===== config.mk =====
export PLATFORM = sky130hd
export DESIGN_NAME = data_packer_block
export DESIGN_NICKNAME = d
export VERILOG_FILES = /design/src/rtl/data_packer_block.sv
export SDC_FILE = /design/constraint.sdc
export NUM_CORES = 1
export LEC_CHECK = 0
export CORE_UTILIZATION = 45
export CTS_BUF_LIST = sky130_fd_sc_hd__clkbuf_8
export DETAILED_ROUTE_END_ITERATION = 8
export PLACE_DENSITY = 0.86
export SYNTH_ARGS = -nofsm -noshare
export SYNTH_HDL_FRONTEND = slang
export SYNTH_SLANG_ARGS = --single-unit

===== constraint.sdc =====
create_clock -name clk -period 2.3 [get_ports clk]
set_input_delay 0.23 -clock clk [delete_from_list [all_inputs] [get_ports clk]]
set_output_delay 0.23 -clock clk [all_outputs]
set_load 0.1 [all_outputs]

===== src/rtl/data_packer_block.sv =====
// data_packer_block: packs an 8-bit valid/ready byte stream into words of
// BYTES_PER_WORD bytes. Each word is tagged with its byte count. A flush
// request sends out a partial word early. A 16-bit counter tracks the
// number of words handed off downstream.
// Optional feature: define PACKER_CHECKSUM_EN to add a checksum[7:0] output
// port. It carries the modulo-256 sum of the bytes in the current word.
module data_packer_block #(
  parameter int unsigned BYTES_PER_WORD = 4,
  parameter int unsigned CNT_W          = 4
) (
  input  logic                        clk,
  input  logic                        rst,
  input  logic                        valid_in,
  output logic                        ready_in,
  input  logic [7:0]                  data_in,
  input  logic                        flush,
  output logic                        valid_out,
  input  logic                        ready_out,
  output logic [8*BYTES_PER_WORD-1:0] word_out,
  output logic [CNT_W-1:0]            byte_cnt,
  output logic [15:0]                 words_sent
`ifdef PACKER_CHECKSUM_EN
  ,
  output logic [7:0]                  checksum
`endif
);

  localparam int unsigned WordW = 8 * BYTES_PER_WORD;
  localparam logic [CNT_W-1:0] FullCnt = CNT_W'(BYTES_PER_WORD);

  typedef enum logic [0:0] {StFill, StEmit} state_e;

  state_e             state_q, state_d;
  logic [CNT_W-1:0]   fill_q, fill_d;
  logic [CNT_W-1:0]   fill_inc;
  logic [WordW-1:0]   word_q, word_d;
  logic [CNT_W-1:0]   cnt_q, cnt_d;
  logic [15:0]        sent_q, sent_d;
`ifdef PACKER_CHECKSUM_EN
  logic [7:0]         sum_q, sum_d;
`endif

  assign fill_inc = fill_q + CNT_W'(1);

  // Next-state: byte packing in FILL, word hand-off in EMIT.
  always_comb begin
    state_d = state_q;
    fill_d  = fill_q;
    word_d  = word_q;
    cnt_d   = cnt_q;
    sent_d  = sent_q;
`ifdef PACKER_CHECKSUM_EN
    sum_d   = sum_q;
`endif
    unique case (state_q)
      StFill: begin
        if (valid_in) begin
          // Steer the byte into the lane selected by the current fill count.
          for (int k = 0; k < int'(BYTES_PER_WORD); k++) begin
            if (fill_q == CNT_W'(k)) word_d[8*k +: 8] = data_in;
          end
          fill_d = fill_inc;
`ifdef PACKER_CHECKSUM_EN
          sum_d  = sum_q + data_in;
`endif
          // A flush on the same edge still includes the byte being accepted.
          if (fill_inc == FullCnt || flush) begin
            state_d = StEmit;
            cnt_d   = fill_inc;
          end
        end else if (flush && fill_q != '0) begin
          state_d = StEmit;
          cnt_d   = fill_q;
        end
      end
      StEmit: begin
        // Flush is ignored here; only the downstream handshake leaves EMIT.
        if (ready_out) begin
          state_d = StFill;
          fill_d  = '0;
          word_d  = '0;
          cnt_d   = '0;
          sent_d  = sent_q + 16'd1;
`ifdef PACKER_CHECKSUM_EN
          sum_d   = '0;
`endif
        end
      end
      default: state_d = StFill;
    endcase
  end

  // State registers with synchronous active-low reset.
  always_ff @(posedge clk) begin
    if (!rst) begin
      state_q <= StFill;
      fill_q  <= '0;
      word_q  <= '0;
      cnt_q   <= '0;
      sent_q  <= '0;
`ifdef PACKER_CHECKSUM_EN
      sum_q   <= '0;
`endif
    end else begin
      state_q <= state_d;
      fill_q  <= fill_d;
      word_q  <= word_d;
      cnt_q   <= cnt_d;
      sent_q  <= sent_d;
`ifdef PACKER_CHECKSUM_EN
      sum_q   <= sum_d;
`endif
    end
  end

  // Outputs are decoded only from registered state.
  always_comb begin
    ready_in   = (state_q == StFill);
    valid_out  = (state_q == StEmit);
    word_out   = word_q;
    byte_cnt   = cnt_q;
    words_sent = sent_q;
`ifdef PACKER_CHECKSUM_EN
    checksum   = sum_q;
`endif
  end

endmodule


* Word-level counts from Yosys, hierarchy flattened
Index checks and enable logic that the tools add are counted.
** Word-level totals
- Register bits :: 57
- Input port bits :: 13
- Output and inout port bits :: 54
- Logic and storage cells :: 53
** Cells by class
- $add $sub $neg :: 2
- Equal/unequal tests :: 12
- Mux-type cells :: 19
- Bitwise gates (word level) :: 1
- Reduce and logical (&&, ||, !) cells :: 11
** Operators with widths (number)
- $mux 32 :: 2
- $pmux 32 s2 :: 1
- $mux 8 :: 4
- $mux 4 :: 5
- $add 16x1->16 const B :: 1
- $pmux 4 s2 :: 2
- $reduce_and 3->1 :: 5
- $eq 4x2->1 const B :: 2
- $ne 2x1->1 const B :: 4
- $ne 3x2->1 const B :: 2
- $add 4x1->4 const B :: 1
- $eq 4x1->1 const B :: 1
- $eq 4x3->1 const B :: 1
- $logic_not 4->1 :: 1
- $mux 1 :: 4
- $ne 2x2->1 const B :: 2
- $reduce_and 2->1 :: 2
- $reduce_bool 4->1 :: 1
- $pmux 1 s2 :: 1
- $logic_and 1x1->1 :: 1
- $logic_or 1x1->1 :: 1
- $not 1->1 :: 1

* Logic depth before layout (Yosys ltp)
- Word-level depth :: 6
- Depth in mapped cells :: 7
- Gate-level depth less buffers :: 6

* Worst setup path before layout
Ideal clock, no wire load.
- Path type :: register to register
- From :: register state_q (netlist: valid_out)
- To :: register fill_q[3]
- Setup time :: 0.132 ns
- Arrival :: 2.398 ns
- Data required time :: 2.168 ns
- Path slack :: -0.230 ns
- Stages on the path, launching flop included :: 7
- Buffers on the path :: 2
- Period minus slack after synthesis :: 2.530 ns
- Cell sequence :: dfxtp_1 buf_2 inv_1 clkbuf_1 a21o_1 nand2_1 a21oi_1
** Between the ends
- Longest elaborated chain between the ends :: 3
** RTL lines
- start: declaration :: line 33 : state_e state_q, state_d;
- start signal: assignment :: line 96 : state_q <= StFill;
- start signal: assignment :: line 105 : state_q <= state_d;
- $not 1->1 (*)
- net ready_in :: line 14 : output logic ready_in,
- $ne 2x2->1 (no source line)
- $reduce_and 2->1 (no source line)
- end signal: assignment :: line 106 : fill_q <= fill_d;
- end: declaration :: line 34 : logic [CNT_W-1:0] fill_q, fill_d;
Mark *: on every way through the listed nets, which the timed path passes. The rest lies on a longest branch.
A chain may end at the register's enable or synchronous reset.

* Worst setup path in the final report
- From :: register fill_q[0]
- To :: register cnt_q[3] (netlist: byte_cnt[3])
** Between the ends
- Longest elaborated chain between the ends :: 5
** RTL lines
- $add 4x1->4 :: line 43 : assign fill_inc = fill_q + CNT_W'(1);
- $eq 4x3->1 :: line 67 : if (fill_inc == FullCnt || flush) begin
- $logic_or 1x1->1 :: line 67
- $ne 3x2->1 (no source line)
- $reduce_and 3->1 (no source line)
- end signal: assignment :: line 108 : cnt_q <= cnt_d;
- end: declaration :: line 37 : logic [CNT_W-1:0] cnt_q, cnt_d;
Several ways; a longest one is shown, not always the timed one. The select of a mux whose other input is x is not followed.

==> metrics.csv <==
stage;metric;value;unit
final_layout;area_growth;30.8;%
min_path;worstHoldPathType;flop to flop;
drt;firstDrtPassIters;4;
logic_synthesis;synth_seq_area_share;47.6;%
placement;hpwlAfterDp;4.10;mm
logic_synthesis;yosys_warnings;0;
power_and_ir_drop;ir_drop;0.366;mV
final_layout;final_cell_mix;58 x buf_4, 54 x dfxtp_1, 48 x nand2_1, 42 x a21oi_1, 29 x nand3_1;
placement;placed_cells;411;
clocking;clockBufferDepth;2;
logic_synthesis;syn_nets;307;
drt;vias_per_cell;5.43;
critical_path;crit_type;flop to flop;
floorplanning;row_count;26;
critical_path;path_cells;inv_1, ha_1, or3b_1, a21oi_1, nor4_1, a22o_1;
grt;grt_use_total;22.3;%
placement;port_buffers;66;
sta;period_share;85.7;%
floorplanning;die_h;75.0;um
critical_path;worst-path-buf-inv;1;
critical_path;crit_path_max_incr_delay;0.48;ns
drt;drt-total-wl;5.98;mm
sta;finalCriticalPeriod;1.97;ns
clocking;post-cts-setup-buffers;0;
run_status;status;finished clean;
clocking;cts_repair_resize_count;0;
clocking;htree_levels;3;
critical_path;critPathMaxFanout;10;
sta;hold_violations;0;
drt;drt.antenna.violating_nets;0;
final_layout;drive_above_1_share;21.6;%
clocking;cts_hold_buffers;0;
drt;drt-initial-drc-count;175;
critical_path;arrival;2.25;ns
logic_synthesis;synth_top_area_share;47.6;%
clocking;cts.sinks;57;
sta;holdWs;0.453;ns
grt;grt_antenna_before_repair;0;
power_and_ir_drop;power.density;705;nW/um2
critical_path;critPathCaptureType;flop;
floorplanning;ios;67;
sta;slew_viol_final;0;
logic_synthesis;synth_cells;289;
drt;wl_per_cell;14.0;um
grt;globalRouteOverflowTotal;0;
logic_synthesis;synth_top_area_cell;dfxtp_1;
logic_synthesis;syn-cell-area;2390;um2
clocking;clk_latency;0.33;ns
final_layout;mostFrequentLayoutCell;buf_4;
drt;drc;0;
final_layout;final_cells;427;
power_and_ir_drop;leakage;0.00120;uW
grt;grt_pass1_wl;9.34;mm
floorplanning;initial_utilization;46.9;%
logic_synthesis;synth_area_per_cell;8.29;um2
grt;grt_pass1_vias;1951;
sta;fmax;507;MHz
sta;max_slew_margin;58.1;%
sta;rsz0062_at_grt;no;
critical_path;slowest_stage;nor4_1;
floorplanning;dieArea;5620;um2
logic_synthesis;yosys-top-cells-area;dfxtp_1 48%, a21oi_1 8.8%, nand2_1 7.5%;
drt;vias;2320;
clocking;cts_root_buf;clkbuf_8;
flow_run;drv_cap;0;
floorplanning;die_x;75.0;um
final_layout;final_nets;370;
final_layout;antenna_cells;0;
critical_path;worstPathRequired;2.57;ns
placement;place.gp.congestion;0.799;
critical_path;critPathTopFamily;simple AND/OR/NAND/NOR gates;
sta;fin_skew;0.00566;ns
critical_path;cp-start-kind;flop;
logic_synthesis;synth.distinct_cells;30;
clocking;cts_tree;done;
grt;grt_max_degree;50;
sta;tns;0;ns
clocking;numCtsBuffers;9;
sta;final-setup-viol-count;0;
logic_synthesis;ys_seq_elements;57;
clocking;path_clk_slew;0.07;ns
floorplanning;core_area;5110;um2
sta;worstMarginPinSlew;0.623;ns
-- report_power, final --
part / switching [uW] / internal [uW] / leakage, uW
clock: 400 / 378 / 0.0000860
sequential: 23.3 / 1010 / 0.000463
combinational: 297 / 94.7 / 0.000653
total: 721 / 1490 / 0.00120
-- final timing paths --
kind / slack (ns) / endpoint / start / cells after the start
setup / recovery: 0.33 / byte_cnt[3] / fill_q[0] / 6
hold / removal: 0.45 / word_out[7] / word_out[7] / 2
setup reg to reg: 0.33 / byte_cnt[3] / fill_q[0] / 6
hold reg to reg: 0.45 / word_out[7] / word_out[7] / 2
-- cell families (layout without fill, tap and decap cells) --
family | after synthesis | in the layout | share of synthesized area, %
AO/OA/AOI/OAI | 61 | 61 | 14.6
XOR/XNOR | 13 | 13 | 4.75
adder cells (fa/ha/maj) | 5 | 5 | 2.61
buffers and inverters | 24 | 92 | 3.97
flip-flops | 57 | 57 | 47.6
AND/OR/NAND/NOR | 129 | 129 | 26.4
-- layout make-up --
class	count	area, um2
Multi-Input combinational cell	208	1160
Timing Repair Buffer	70	556
Fill cell	473	1980
Inverter	6	22.5
Tap cell	70	87.6
Clock inverter	7	38.8
Clock buffer	9	124
Sequential cell	57	1140
-- sequential cells by signal, indices dropped and copies added, names as in the netlist --
register and count:
words_sent 16, valid_out 1, byte_cnt 4, fill_q 4, word_out 32
-- through the flow --
stage / util (%) / setup WS [ns] / total power (uW) / instance area, um2
2_1_floorplan: - / 0.0124 / 1350 / 2400
5_1_grt: 61.3 / 0.151 / 2300 / 3130
3_5_place_dp: 58.1 / 0.359 / 1450 / 2970
4_1_cts: 61.3 / 0.319 / 2220 / 3130
3_3_place_gp: 58.1 / 0.411 / 1440 / 2970
6_report: 61.3 / 0.328 / 2210 / 3130
-- per-layer routing --
metal | share of wire, % | track usage, %
met1 | 45 | 30.6
met2 | 47 | 33.0
met3 | 5.8 | 6.29
met4 | 1.9 | 9.01
met5 | 0 | 0
-- worst register-to-register path: cells and delay by family, from the launching register on --
kind	cells	cell delay (ns)
flops	1	0.44
buf+inv	1	0.13
compound gates	2	0.30
fa+ha+maj	1	0.34
simple gates	2	0.71
-- Yosys cell counts --
cell type	count
ha_1	5
o2111a_1	1
nor2_1	13
nor2b_1	1
or3b_1	1
nand3_1	29
nand2_1	48
or4_1	2
nor3_1	4
or2_1	1
o311a_1	1
xnor2_1	8
inv_1	6
nand4_1	13
and2_1	6
dfxtp_1	57
xor2_1	5
and4_1	2
a22o_1	4
o31ai_1	2
o21a_1	3
clkbuf_1	14
or3_1	4
nor4_1	4
buf_2	4
a21oi_1	42
a21o_1	1
nor4b_2	1
o31a_1	1
o21ai_0	6
Note: power is estimated with default switching activity, not from simulation.
